--- src/rtl/serial_frame_tx.sv ---
// Multi-channel framed serial transmitter: start bit, MSG_W data bits, stop bit.
// Holds CHANNELS message registers loaded from the switch bus and shifts one out.
module serial_frame_tx #(
    parameter int unsigned MSG_W    = 10,
    parameter int unsigned CHANNELS = 4,
    parameter int unsigned DIV      = 1,
    localparam int unsigned SEL_W   = (CHANNELS > 1) ? $clog2(CHANNELS) : 1
) (
    input  logic             clk,
    input  logic             rst,
    input  logic             init,
    input  logic [SEL_W-1:0] sel,
    input  logic [MSG_W-1:0] SW,
    input  logic [1:0]       mode,
    input  logic             start,
    input  logic             abort,
    output logic             out,
    output logic             busy,
    output logic             done,
    output logic [SEL_W-1:0] active_ch
);

    localparam int unsigned CNT_W = (DIV > 1) ? $clog2(DIV) : 1;
    localparam int unsigned BIT_W = $clog2(MSG_W);
    localparam logic [CNT_W-1:0] CNT_LAST = CNT_W'(DIV - 1);
    // Counter value one cycle before the end of a bit period (only used when DIV > 1)
    localparam logic [CNT_W-1:0] CNT_PRE  = CNT_W'((DIV > 1) ? DIV - 2 : 0);
    localparam logic [BIT_W-1:0] BIT_LAST = BIT_W'(MSG_W - 1);

    typedef enum logic [1:0] {StIdle, StStart, StData, StStop} state_t;

    state_t             state_q;
    logic [MSG_W-1:0]   msg [CHANNELS];
    logic [MSG_W-1:0]   shift_q;
    logic [MSG_W-1:0]   shift_nx;
    logic [MSG_W-1:0]   start_data;
    logic               order_q;
    logic [CNT_W-1:0]   cnt_q;
    logic [BIT_W-1:0]   bit_q;
    logic               sel_ok;
    logic               load_ok;
    logic               first_bit;
    logic               next_bit;

    // Select decode, protected-load rule, shift-register next value and bit taps
    always_comb begin
        sel_ok     = 32'(sel) < CHANNELS;
        // The channel currently on the wire is frozen so a repeat frame stays identical
        load_ok    = init && sel_ok && !(busy && (sel == active_ch));
        // Same-cycle init+start on one channel transmits the fresh SW value
        start_data = (init && sel_ok) ? SW : msg[sel];
        shift_nx   = order_q ? {shift_q[MSG_W-2:0], 1'b0} : {1'b0, shift_q[MSG_W-1:1]};
        first_bit  = order_q ? shift_q[MSG_W-1] : shift_q[0];
        next_bit   = order_q ? shift_nx[MSG_W-1] : shift_nx[0];
    end

    // Message register bank
    always_ff @(posedge clk or negedge rst) begin
        if (!rst) begin
            msg <= '{default: '0};
        end else if (load_ok) begin
            msg[sel] <= SW;
        end
    end

    // Frame sequencer with registered line, busy, done and channel outputs
    always_ff @(posedge clk or negedge rst) begin
        if (!rst) begin
            state_q   <= StIdle;
            out       <= 1'b1;
            busy      <= 1'b0;
            done      <= 1'b0;
            active_ch <= '0;
            shift_q   <= '0;
            order_q   <= 1'b0;
            cnt_q     <= '0;
            bit_q     <= '0;
        end else begin
            done <= 1'b0;
            if (abort && (state_q != StIdle)) begin
                state_q <= StIdle;
                out     <= 1'b1;
                busy    <= 1'b0;
                cnt_q   <= '0;
                bit_q   <= '0;
            end else begin
                unique case (state_q)
                    StIdle: begin
                        if (start && sel_ok) begin
                            state_q   <= StStart;
                            active_ch <= sel;
                            shift_q   <= start_data;
                            order_q   <= mode[0];
                            cnt_q     <= '0;
                            out       <= 1'b0;
                            busy      <= 1'b1;
                        end
                    end
                    StStart: begin
                        if (cnt_q == CNT_LAST) begin
                            cnt_q   <= '0;
                            bit_q   <= '0;
                            state_q <= StData;
                            out     <= first_bit;
                        end else begin
                            cnt_q <= cnt_q + 1'b1;
                        end
                    end
                    StData: begin
                        if (cnt_q == CNT_LAST) begin
                            cnt_q   <= '0;
                            shift_q <= shift_nx;
                            if (bit_q == BIT_LAST) begin
                                state_q <= StStop;
                                out     <= 1'b1;
                                // A one-cycle stop bit is also its own final cycle
                                done    <= (DIV == 1);
                            end else begin
                                bit_q <= bit_q + 1'b1;
                                out   <= next_bit;
                            end
                        end else begin
                            cnt_q <= cnt_q + 1'b1;
                        end
                    end
                    StStop: begin
                        if (cnt_q == CNT_LAST) begin
                            cnt_q <= '0;
                            if (mode[1]) begin
                                state_q <= StStart;
                                shift_q <= msg[active_ch];
                                order_q <= mode[0];
                                out     <= 1'b0;
                            end else begin
                                state_q <= StIdle;
                                out     <= 1'b1;
                                busy    <= 1'b0;
                            end
                        end else begin
                            cnt_q <= cnt_q + 1'b1;
                            done  <= (cnt_q == CNT_PRE);
                        end
                    end
                    default: state_q <= StIdle;
                endcase
            end
        end
    end

endmodule
--- config.mk ---
export PLATFORM = sky130hd
export DESIGN_NAME = serial_frame_tx
export DESIGN_NICKNAME = d
export VERILOG_FILES = /design/src/rtl/serial_frame_tx.sv
export SDC_FILE = /design/constraint.sdc
export NUM_CORES = 1
export LEC_CHECK = 0
export ABC_AREA = 1
export CORE_MARGIN = 4
export CORE_UTILIZATION = 48
export CTS_CLUSTER_SIZE = 12
export DETAILED_ROUTE_END_ITERATION = 10
export HOLD_SLACK_MARGIN = 0.08
export MAX_ROUTING_LAYER = met4
export PLACE_DENSITY = 0.7
export SETUP_SLACK_MARGIN = 0.3
export SYNTH_ARGS = -nofsm -noshare
export SYNTH_HDL_FRONTEND = slang
export SYNTH_SLANG_ARGS = --single-unit
export TNS_END_PERCENT = 50
--- constraint.sdc ---
create_clock -name clk -period 4.6 [get_ports clk]
set_input_delay 0.46 -clock clk [delete_from_list [all_inputs] [get_ports clk]]
set_output_delay 0.46 -clock clk [all_outputs]
set_load 0.01 [all_outputs]
---- Word-level counts from Yosys, hierarchy flattened ----
Cells that the tools add are included.
Widths: inputs -> output; s select.
word-level totals
  input port bits ......................... 19
  output and inout port bits .............. 5
  word-level logic and storage cells ...... 113
  bits in registers ....................... 63
cells by class
  magnitude comparators ................... 3
  multiplexer cells ....................... 56
  bitwise gates (word level) .............. 4
  equality and inequality tests ........... 16
  reductions and logical operators ........ 19
  $add $sub $neg .......................... 2
operators with widths
  cell                 number
  $mux 10              11
  $bmux 10 s2          2
  $bwmux 40            1
  $pmux 10 s3          1
  $mux 1               23
  $ne 3x3->1 const B   7
  $demux 10 s2         1
  $mux 4               4
  $mux 2               6
  $reduce_and 4->1     3
  $reduce_and 5->1     2
  $reduce_bool 3->1    3
  $ne 2x2->1 const B   4
  $pmux 1 s2           4
  $pmux 2 s4           1
  $pmux 4 s2           1
  $ge 3x3->1 const B   2
  $not 2->3            2
  $reduce_and 6->1     1
  $add 4x1->4 const B  1
  $eq 2x2->1 const B   2
  $eq 4x4->1 const B   1
  $logic_and 1x1->1    4
  $pmux 1 s4           1
  10 further kinds     12

---- Longest topological paths before layout ----
Gate-level depths: netlist (run 1).
  depth in word-level cells ............... 7
  mapped depth ............................ 12
  mapped depth without buffers ............ 11

---- Least setup slack after synthesis (run 1) ----
No wires, ideal clock.
  path type ............................... register -> register
  start ................................... register state_q[0]
  end ..................................... register shift_q[0]
  arrival time ............................ 1,437 ps
  period minus slack after synthesis ...... 1,555 ps
  stages on the path, launching flop included .. 13
  buffers on the path ..................... 1
  setup slack ............................. 3,045 ps
  library setup time ...................... 118 ps
  required time ........................... 4,482 ps
  path through ............................ dfrtp_1 -> inv_1 -> ha_1 -> inv_1 -> nand2_2 -> nand2_1 -> inv_2 -> nand2_1 -> buf_4 -> nor2_1 -> nand2_1 -> nor2_1 -> nor2_1
between the ends
  word-level cells in the longest chain between the ends .. 4
  elaborated cells between the ends (all ways) .. 13
  those cells by class .................... eq/ne (6); mux (1); bitwise (1); reduce/logical (5)
RTL lines
  element                                                                   RTL line  RTL
  start: declaration                                                        32        state_t state_q;
  start signal: assignment                                                  69        state_q <= StIdle;
  start signal: assignment                                                  81        state_q <= StIdle;
  start signal: assignment                                                  90        state_q <= StStart;
  parallel branches: the longest is 4 deep, another holds $reduce_and 6->1  -
  end signal: assignment                                                    92        shift_q <= start_data;
  end signal: assignment                                                    112       shift_q <= shift_nx;
  end signal: assignment                                                    131       shift_q <= msg[active_ch];
  end: declaration                                                          34        logic [MSG_W-1:0] shift_q;
Parallel ways; which one is timed is not known.
A chain may end at the register's enable or synchronous reset.

---- Final worst setup path (run 1) ----
  start ................................... input port sel[1]
  end ..................................... register msg[36] in the netlist's numbering
between the ends
  word-level cells in the longest chain between the ends .. 6
  elaborated cells between the ends (all ways) .. 11
  those cells by class .................... order compare (2); eq/ne (1); mux (3); bitwise (1); reduce/logical (4)
RTL lines
  element                                                                RTL line  RTL
  start: declaration                                                     12        input logic [SEL_W-1:0] sel,
  $not 2->3 (not written as such)                                        62        msg[sel] <= SW;
  $ge 3x3->1 (not written as such) / $lt 3x1->1 (equally long branches)  62
  $logic_and 1x1->1 (not written as such)                                62
  $mux 10 (not written as such)                                          62
  $demux 10 s2                                                           62
  $bwmux 40                                                              62
  end signal: assignment                                                 60        msg <= '{default: '0};
  end signal: indexed assignment                                         62
  end: declaration                                                       33        logic [MSG_W-1:0] msg [CHANNELS];
Parallel ways exist; a longest one is shown, timed or not.

==> out/metrics.cfg, run 1 <==
[synthesis]
yosysTopAreaCell = dfrtp_1
yosys_most_used_dff = dfrtp_1
syn-num-nets = 622
ys_seq_elements = 62
syn_area_mm2 = 0.00401
ys_seq_area_frac = 0.387
synthCells = 596
synth_edf_count = 0
syn_area_per_cell_um2 = 6.73
synth_top_area_frac = 0.380
synth-async-reset-ratio = 1.00
ys_warn_count = 0
ys_types = 29
synthTopCellsByArea = dfrtp_1, nand2_1, nor2_1

[worst_setup_path]
max_stage_delay_ns = 0.98
rr_startpoint = active_ch[1]$_DFFE_PN0P_
worstPathArrival_ns = 2.95
critPathKind = input port to register
worstSetupEndpointType = register
slowest_stage = clkdlybuf4s50_1
cp_top_family = simple AND/OR/NAND/NOR gates
r2r-end = msg[36]$_DFFE_PN0P_
crit_chain = clkdlybuf4s50_1 > inv_2 > nand2_1 > nand4_4 > nand3_2 > nand2_1 > nand2_1
crit_buf_inv = 2
cp_data_required_time_ns = 4.89
crit_fanout = 44
reg2reg_setup_slack_ns = 2.19
r2r_cells = 6
cpMostUsedCell = nand2_1
cp-start-kind = input port

[routing]
routed_wl_um = 11500
drc = 0
drt_iter0_drc = 344
viasPerCell = 5.41
drt-wirelength-per-cell_um = 16.1
final_antenna_net_count = 0
drt_pass1_iterations = 5
dr_total_vias = 3858

[placement]
portBuffers = 23
placed_cells = 697
gp_congestion = 0.987
dp_hpwl_um = 8110

[clock_tree]
h-tree-depth = 3
holdBufCountCts = 0
root_buffer = clkbuf_8
post_cts_buffers = 0
clkSlewWorstSetupHoldPaths_ns = 0.07
cts_tree = yes
cts_made_buffers = 9
clk_latency_ns = 0.35
clkSinkCount = 62
cts_buffer_depth = 2
cts_resized = 0

[floorplanning]
rows = 33
die_h_um = 99.4
initial_utilization = 0.491
ioPinCount = 24
dieWidth_um = 99.4
die_area_mm2 = 0.00989
core-area_mm2 = 0.00818

[timing]
setup-violations-final = 0
fin_crit_ns = 2.67
hold_viol_final = 0
finalClockSkew_ns = 0.00358
finalCritPeriodShare = 0.580
rsz0062_at_grt = no
relSlewSlack = 0.411
worst_slew_pin_slew_ns = 0.884
tns_ns = 0
timing.hold.ws_ns = 0.257
drv_slew = 0
fmax_ghz = 0.375

[global_route]
grt_overflow_total = 0
grt_pass1_wl_um = 18400
track_usage = 0.249
antenna_found_initial = 0
grt_pass1_vias = 3569
grt_max_degree = 63

[power]
ir_worst_vdd_v = 0.000277
leakage_nw = 2.26
p_per_area_mw_per_mm2 = 606

[cells_and_area]
layout-drive-gt1-share = 0.0493
utilization = 0.540
final_common_cell = nand2_1
syn2layout_area_growth_pct = 10.1
final_cell_count_no_fill = 713
mostFrequentLayoutCells = nand2_1, nor2_1, nand3_1, dfrtp_1, inv_1
antenna_cells = 0
final_nets = 629
n_fill_cell = 879

[outcome]
status = finished, final reports clean

[worst_hold_path]
min_path_type = input port to asynchronous set/reset pin

[run]
maxCapViolCount = 0

## worst register-to-register path: cells and delay by family (launching register included)
| kind | cells | cell delay (ns) |
|---|---|---|
| flops | 1 | 0.67 |
| buf+inv | 1 | 0.35 |
| simple gates | 5 | 1.33 |
## sequential cells by signal, summed over array words and instances (netlist names)
signal and flops:
active_ch 2, bit_q 4, order_q 1, msg 40
shift_q 10, busy 1, out 1, done 1
state_q 2
## synthesized netlist by cell type (2+ instances only)
| library cell | count |
|---|---|
| inv_2 | 2 |
| nor2_1 | 89 |
| dfrtp_1 | 61 |
| nand3_2 | 4 |
| nand2_1 | 189 |
| buf_2 | 13 |
| buf_4 | 5 |
| clkbuf_8 | 4 |
| clkbuf_1 | 4 |
| o21ai_0 | 36 |
| nand4_1 | 40 |
| buf_6 | 2 |
| a21oi_1 | 4 |
| ha_1 | 7 |
| clkinv_1 | 3 |
| inv_1 | 59 |
| nand3_1 | 61 |
| o22ai_1 | 2 |
## area by class of cell
type	count	area, µm²	share of cell area
Inverter	64	240	0.0544
Tap cell	105	131	0.0297
Clock inverter	5	81.3	0.0184
Timing Repair Buffer	26	248	0.0561
Sequential cell	62	1550	0.351
Multi-Input combinational cell	440	2010	0.456
Clock buffer	11	151	0.0343
## cell families after synthesis
logic type	share of synthesized area
adder cells (fa/ha/maj)	0.0218
buffers and inverters	0.111
XOR/XNOR	0.00437
AND/OR/NAND/NOR	0.421
flip-flops	0.387
AO/OA/AOI/OAI	0.0549
## report_power, final
part / switching (mW) / internal [mW] / total, mW / leakage [nW]
Combinational: 0.724 / 0.394 / 1.12 / 1.39
Clock: 0.221 / 0.334 / 0.555 / 0.116
Sequential: 0.252 / 0.752 / 1.00 / 0.761
Total: 1.20 / 1.48 / 2.68 / 2.26
## per-stage QoR
stage | instance area (µm²) | worst slack [ns] | total power, mW
global placement | 4190 | 1.72 | 2.09
global route | 4420 | 1.70 | 2.91
CTS | 4420 | 1.97 | 2.68
finish | 4420 | 1.93 | 2.68
floorplan | 4010 | 3.05 | 1.80
detailed placement | 4190 | 1.60 | 2.11
## per-layer routing
layer	track usage	wire length, µm	vias up
li1	-	-	1919
met1	0.334	5210	1782
met3	0.0456	654	32
met5	-	0	-
met2	0.367	5200	125
met4	0.116	401	0
## worst max-delay path by stage
stage,slack [ns],cells past startpoint,to,start
final,1.93,7,msg[36]$_DFFE_PN0P_,sel[1]
after CTS,1.97,7,msg[3]$_DFFE_PN0P_,sel[1]
after global routing,1.70,7,msg[17]$_DFFE_PN0P_,sel[1]
after global placement,1.72,7,msg[37]$_DFFE_PN0P_,sel[1]
after floorplan,3.05,12,shift_q[0]$_DFFE_PN0P_,state_q[0]$_DFFE_PN0P_
after detailed placement,1.60,7,msg[27]$_DFFE_PN0P_,sel[1]
(Power assumes the default switching activity.)
==> run 2: changes to the inputs <==
--- a/config.mk
+++ b/config.mk
@@ -12,7 +12,7 @@
 export DETAILED_ROUTE_END_ITERATION = 10
 export HOLD_SLACK_MARGIN = 0.08
 export MAX_ROUTING_LAYER = met4
-export PLACE_DENSITY = 0.7
+export PLACE_DENSITY = 0.72
 export SETUP_SLACK_MARGIN = 0.3
 export SYNTH_ARGS = -nofsm -noshare
 export SYNTH_HDL_FRONTEND = slang
==> constraint.sdc (replaced) <==
create_clock -name clk -period 2.3 [get_ports clk]
set_input_delay 0.23 -clock clk [delete_from_list [all_inputs] [get_ports clk]]
set_output_delay 0.23 -clock clk [all_outputs]
set_load 0.01 [all_outputs]
==> out/metrics.cfg, run 2 (synthesis gave the netlist of run 1 again) <==
[cells_and_area]
mostFrequentLayoutCells = nand2_1, nor2_1, nand3_1, dfrtp_1, inv_1
largest_register_ffs = 40
final_nets = 646
top_register = msg
fin_area_mm2 = 0.00454
antenna_cells = 0
syn2layout_area_growth_pct = 13.2
n_fill_cell = 813
final_common_cell = nand2_1
layout-drive-gt1-share = 0.0737
regArea_mm2 = 0.00155
reg.largest.list = msg: 40 flops, shift_q: 10 flops, bit_q: 4 flops
multi_input_area_mm2 = 0.00202

[timing]
worst_slew_pin_slew_ns = 0.548
tns_ns = 0
timing.hold.ws_ns = 0.377
fmax_ghz = 0.540
drv_slew = 0
relSlewSlack = 0.634
rsz0062_at_grt = no
fin_crit_ns = 1.85
finalClockSkew_ns = 0.00786
finalCritPeriodShare = 0.805
hold_viol_final = 0
setup-violations-final = 0

[worst_setup_path]
crit_fanout = 14
max_stage_delay_ns = 0.64
reg2reg_setup_slack_ns = 0.50
cp_data_required_time_ns = 2.07
worstPathArrival_ns = 1.62
cp_top_family = flip-flops
crit_buf_inv = 1
startpoint = active_ch[1]$_DFFE_PN0P_
slowest_stage = dfrtp_1
crit_chain = clkdlybuf4s50_1
rr_startpoint = active_ch[1]$_DFFE_PN0P_
critPathKind = register to output port
cp-start-kind = register
worstSetupEndpointType = output port

[run]
maxCapViolCount = 0

[clock_tree]
cts_made_buffers = 9
root_buffer = clkbuf_8
cts_tree = yes
cts_buffer_depth = 2
clkSinkCount = 62
clk_latency_ns = 0.35
clkSlewWorstSetupHoldPaths_ns = 0.07
h-tree-depth = 3

[outcome]
status = finished, final reports clean

[global_route]
antenna_found_initial = 0
track_usage = 0.234
grt_overflow_total = 0
grt_pass1_wl_um = 18000
grt_max_degree = 26
grt_pass1_vias = 3582

[floorplanning]
dieWidth_um = 99.4
die_h_um = 99.4
initial_utilization = 0.491
die_area_mm2 = 0.00989
core-area_mm2 = 0.00818
ioPinCount = 24
rows = 33

[power]
leakage_nw = 2.34
power_mw = 5.36
p_per_area_mw_per_mm2 = 1180
ir_worst_vdd_v = 0.000489

[placement]
gp_congestion = 0.935
portBuffers = 23
dp_hpwl_um = 7810
dpl_cell_area_mm2 = 0.00431

[routing]
routed_wl_um = 10600
drc = 0
drt-wirelength-per-cell_um = 14.6
dr_total_vias = 3857
viasPerCell = 5.29
final_antenna_net_count = 0
drt_pass1_iterations = 8
drt_iter0_drc = 442

[worst_hold_path]
min_path_type = input port to asynchronous set/reset pin

==> run 2: cell count changes in the layout (fill, tap and decap cells not counted), sizes merged <==
cell | before | now
buf | 4 | 20
dlygate4sd3 | 0 | 1
clkinv | 5 | 3
clkbuf | 11 | 12
==> run 2: layer usage <==
metal  global-route usage  wire length [µm]
met4               0.0788               184
met1                0.329              4930
met3               0.0456               642
met5                    -                 0
met2                0.338              4890
==> run 2: power by group <==
| part | switching, mW | total (mW) | internal, mW |
|---|---|---|---|
| Combinational | 1.48 | 2.35 | 0.872 |
| Sequential | 0.410 | 1.92 | 1.51 |
| Clock | 0.432 | 1.10 | 0.664 |
==> run 2: area by class of cell <==
type,instances,area share
Inverter,64,0.0532
Sequential cell,62,0.342
Timing Repair Buffer,43,0.0832
Clock inverter,3,0.0149
Tap cell,105,0.0289
Clock buffer,12,0.0342
Multi-Input combinational cell,440,0.444
==> run 2: worst reg2reg max path, cell delays in order (launching register included) <==
cell and delay (ns):
dfrtp_1 0.64, inv_1 0.12, nand2_1 0.13, nand4_4 0.32
buf_4 0.32, nand4_1 0.11, nand2_1 0.06
==> run 2: worst paths after layout <==
path	depth (start not counted)	end
max in group asynchronous	3	msg[13]$_DFFE_PN0P_
setup / recovery	1	active_ch[1]
min in group clk	3	order_q$_DFFE_PN0P_
hold reg to reg	2	msg[27]$_DFFE_PN0P_
hold / removal	2	bit_q[2]$_DFFE_PN0P_
setup reg to reg	6	msg[18]$_DFFE_PN0P_
==> run 2: stage by stage <==
stage	util	worst slack, ns	cells
global route	0.556	0.300	729
CTS	0.555	0.356	729
global placement	0.527	0.364	713
floorplan	-	0.745	596
detailed placement	0.527	0.251	713
finish	0.556	0.449	729
==> run 2: timing repair <==
item / 4_1_cts / 5_1_grt
hold buffers: 1 / 0
gates cloned: 0 / 0
resized for setup: 1 / 1
endpoints found under the setup margin: 10 / 10
endpoints found under the hold margin: 18 / 0
buffers inserted: 0 / 0
==> run 3: changes to the inputs <==
--- a/config.mk
+++ b/config.mk
@@ -12,7 +12,7 @@
 export DETAILED_ROUTE_END_ITERATION = 10
 export HOLD_SLACK_MARGIN = 0.08
 export MAX_ROUTING_LAYER = met4
-export PLACE_DENSITY = 0.72
+export PLACE_DENSITY = 0.7
 export SETUP_SLACK_MARGIN = 0.3
 export SYNTH_ARGS = -nofsm -noshare
 export SYNTH_HDL_FRONTEND = slang
==> constraint.sdc (replaced) <==
create_clock -name clk -period 1.9 [get_ports clk]
set_input_delay 0.19 -clock clk [delete_from_list [all_inputs] [get_ports clk]]
set_output_delay 0.19 -clock clk [all_outputs]
set_load 0.01 [all_outputs]
==> out/metrics.cfg, run 3 (synthesis gave the netlist of run 1 again) <==
[worst_setup_path]
worstPathArrival_ns = 1.41
max_stage_delay_ns = 0.54
rr_startpoint = active_ch[1]$_DFFE_PN0P_
crit_buf_inv = 1
worstSetupEndpointType = output port
reg2reg_setup_slack_ns = 0.31
crit_fanout = 2
slowest_stage = dfstp_2
cp_data_required_time_ns = 1.71
critPathKind = register to output port
crit_chain = clkdlybuf4s50_1
r2r-end = msg[18]$_DFFE_PN0P_
cp_top_family = flip-flops
r2r_cells = 8
cp-start-kind = register

[global_route]
track_usage = 0.245
grt_pass1_wl_um = 18800
gr-usage-met1 = 0.349
grt_max_degree = 45
antenna_found_initial = 0
grt_pass1_vias = 3684
use_met3 = 0.0407
use_met2 = 0.360
grt_busiest_layer = met2
grt_overflow_total = 0

[cells_and_area]
top_register = msg
reg.largest.list = msg: 40 flops, shift_q: 10 flops, bit_q: 4 flops
antenna_cells = 0
n_fill_cell = 792
layout-drive-gt1-share = 0.138
multi_input_area_mm2 = 0.00213
final_common_cell = nand2_1
final_nets = 665
final_cell_count_no_fill = 749
syn2layout_area_growth_pct = 19.9
largest_register_ffs = 40
regArea_mm2 = 0.00156
mostFrequentLayoutCells = nand2_1, nor2_1, nand3_1, dfrtp_1, inv_1

[timing]
fmax_ghz = 0.626
rsz0062_at_grt = yes
fin_crit_ns = 1.60
finalClockSkew_ns = 0.00811
hold_viol_final = 0
tns_ns = 0
worst_slew_pin_slew_ns = 0.564
relSlewSlack = 0.623
finalCritPeriodShare = 0.841
setup-violations-final = 0
drv_slew = 0

[routing]
viasPerCell = 5.52
routed_wl_um = 11500
dr_total_vias = 4131
drt_pass1_iterations = 5
drt_iter0_drc = 453
drc = 0
drt-wirelength-per-cell_um = 15.3
final_antenna_net_count = 0

[clock_tree]
h-tree-depth = 3
cts_tree = yes
cts_buffer_depth = 2
clkSlewWorstSetupHoldPaths_ns = 0.07
clk_latency_ns = 0.35
cts_made_buffers = 9
clkSinkCount = 62
root_buffer = clkbuf_8

[floorplanning]
rows = 33
die_h_um = 99.4
die_area_mm2 = 0.00989
initial_utilization = 0.491
core-area_mm2 = 0.00818
dieWidth_um = 99.4
ioPinCount = 24

[placement]
placed_cells = 719
portBuffers = 23
dp_hpwl_um = 8090
gp_congestion = 0.960

[power]
p_per_area_mw_per_mm2 = 1420
power_mw = 6.83
leakage_nw = 2.44
ir_worst_vdd_v = 0.000690

[run]
maxCapViolCount = 0

[worst_hold_path]
min_path_type = input port to asynchronous set/reset pin

[outcome]
status = finished, final reports clean

==> run 3: metrics by stage <==
step                       util  hold slack, ns  instance area (µm²)  setup slack, ns
after CTS                 0.568           0.350                 4650            0.280
final                     0.589           0.347                 4810            0.302
after global placement    0.537           0.190                 4390           0.0821
after detailed placement  0.537           0.190                 4390           0.0831
after global routing      0.589           0.387                 4810            0.225
after floorplan               -          -0.106                 4010            0.345
==> run 3: report_power, final <==
part	leakage [nW]	internal [mW]	switching (mW)	total, mW
logic	1.60	1.41	2.09	3.50
registers	0.758	1.83	0.505	2.34
clock network	0.0820	0.467	0.524	0.991
total	2.44	3.71	3.12	6.83
==> run 3: worst register-to-register path, stage by stage (launching register included) <==
cell	delay, ns
dfrtp_1	0.39
buf_4	0.15
inv_1	0.06
nand2_1	0.08
nand4_4	0.11
buf_12	0.22
nand3_2	0.28
nand2_1	0.14
nand2_1	0.05
==> run 3: what timing repair did <==
action,in CTS,in global routing
pin swaps,1,9
endpoints found under the setup margin,19,55
hold buffers,1,0
hold endpoints to repair,18,0
gates cloned,0,1
buffers inserted,6,6
gates resized for setup,14,34
==> run 3: how the worst max path moves through the flow <==
| stage | from | endpoint | slack [ns] | cells past startpoint |
|---|---|---|---|---|
| 2_1_floorplan | state_q[0]$_DFFE_PN0P_ | shift_q[0]$_DFFE_PN0P_ | 0.35 | 12 |
| 3_3_place_gp | state_q[1]$_DFFE_PN0P_ | shift_q[1]$_DFFE_PN0P_ | 0.08 | 10 |
| 3_5_place_dp | state_q[0]$_DFFE_PN0P_ | shift_q[1]$_DFFE_PN0P_ | 0.08 | 10 |
| 4_1_cts | active_ch[1]$_DFFE_PN0P_ | active_ch[1] | 0.28 | 2 |
| 5_1_grt | active_ch[1]$_DFFE_PN0P_ | msg[18]$_DFFE_PN0P_ | 0.22 | 8 |
| 6_report | out$_DFFE_PN1P_ | out | 0.30 | 1 |
==> run 3: final cells by class <==
class,instances,share of cell area
multi-input combinational,440,0.443
sequential,62,0.323
timing repair buffer,62,0.120
inverter,64,0.0523
tap,105,0.0273
clock buffer,10,0.0265
clock inverter,6,0.00806
==> run 3: routing by layer <==
metal	wire, µm	up-vias
li1	-	1993
met1	5220	1941
met2	5200	172
met3	852	25
met4	210	0
met5	0	-
==> patch: new RTL, settings of run 3 <==
Re-encode `state_t` (4 states) as one-hot, 4 bits wide.
--- a/src/rtl/serial_frame_tx.sv
+++ b/src/rtl/serial_frame_tx.sv
@@ -27,7 +27,7 @@
     localparam logic [CNT_W-1:0] CNT_PRE  = CNT_W'((DIV > 1) ? DIV - 2 : 0);
     localparam logic [BIT_W-1:0] BIT_LAST = BIT_W'(MSG_W - 1);
 
-    typedef enum logic [1:0] {StIdle, StStart, StData, StStop} state_t;
+    typedef enum logic [3:0] {StIdle = 4'b0001, StStart = 4'b0010, StData = 4'b0100, StStop = 4'b1000} state_t;
 
     state_t             state_q;
     logic [MSG_W-1:0]   msg [CHANNELS];
Behaviour: same outputs for any inputs over 4 cycles, from zero or initial values and one cycle with rst low; so few cycles prove little.
==> patch against run 3 <==
Critical path depth unchanged. Final area down 4.5%. Via count down 4.0%. Sequential cell count up 2. Area after synthesis down 1.7%. Routed wire length down 3.1%. Final cell count down 2.5%. Synthesized cell count unchanged. Register-to-register slack better by 0.10 ns. Total power down 13%. Count of clock-buffer cells in the layout down 1. Setup slack better by 0.044 ns. Critical path type unchanged.
==> patch: results (changes against run 3) <==
.. list-table::
   :header-rows: 1

   * - Metric
     - Value
   * - Run status
     - finished clean
   * - Via count of the first global-routing pass
     - 3841 (+4.3%)
   * - Delay contributed by the slowest stage of the critical path
     - 0.57 ns (+0.03 ns)
   * - Iteration-0 DRC count of the detailed router
     - 302 (-33%)
   * - Minimum hold slack
     - 0.362 ns (+0.0151 ns)
   * - Fraction of layout cells with a size suffix above 1
     - 10.5% (-3.3 points)
   * - Post-detail-place hpwl
     - 7870 um (-2.8%)
   * - Proportion of total power due to net switching
     - 41.1% (-4.6 points)
   * - Number of non-clock inverters in the layout
     - 34 (-47%)
   * - Maximum fanout along the worst path
     - 4 (+2)
   * - Fillers
     - 768 (-3.0%)
   * - Non-clock buffers, area share
     - 9.72% (-2.2 points)
   * - Final-layout clock-cell area share
     - 4.93% (+1.5 points)
   * - Net count of the mapped netlist
     - 617 (-0.80%)
   * - Met2 routed wirelength
     - 4990 um (-4.2%)
   * - Least-Margin Pin Slew
     - 0.435 ns (-0.129 ns)
   * - Area overhead of the layout relative to synthesis
     - 16.5%
   * - Vias per Instance
     - 5.43 (-1.5%)
   * - Via count
     - 3964 (-4.0%)
   * - Met1 usage in global routing
     - 35.2% (+0.37 points)
   * - Number of nets in the layout
     - 644 (-3.2%)
   * - Largest delay share family, worst path
     - buffers and inverters
   * - Multi-input logic cell count
     - 465 (+5.7%)
   * - Worst reg-to-reg setup slack
     - 0.41 ns (+0.10 ns)
   * - Cell types with the largest area share after synthesis
     - sky130_fd_sc_hd__dfrtp_1 39%, sky130_fd_sc_hd__nand2_1 29%, sky130_fd_sc_hd__nand3_1 6.6%
   * - Tapcell count
     - 102 (-2.9%)
   * - Worst clock skew
     - 0.0168 ns (+0.00871 ns)
   * - Maximum clock frequency
     - 0.644 GHz (+2.8%)
-- patch: changes by cell type in the layout (fill, tap and decap cells not counted), moves of 4 or more --
| cell | delta |
|---|---|
| sky130_fd_sc_hd__buf_4 | -9 |
| sky130_fd_sc_hd__dfrtp_1 | +4 |
| sky130_fd_sc_hd__inv_1 | -27 |
| sky130_fd_sc_hd__nand2_1 | +117 |
| sky130_fd_sc_hd__nand3_1 | -9 |
| sky130_fd_sc_hd__nor2_1 | -47 |
| sky130_fd_sc_hd__nor2_4 | -4 |
| sky130_fd_sc_hd__o21ai_0 | -20 |
-- patch: kinds of logic (layout without fill, tap and decap cells) --
logic type	after synthesis	in the layout	share of synthesized area, %
AND/OR/NAND/NOR	443	443	48.1
buffers and inverters	67	99	7.39
flip-flops	64	64	40.7
AO/OA/AOI/OAI	17	17	2.32
XOR/XNOR	3	3	0.857
adder cells (fa/ha/maj)	2	2	0.634
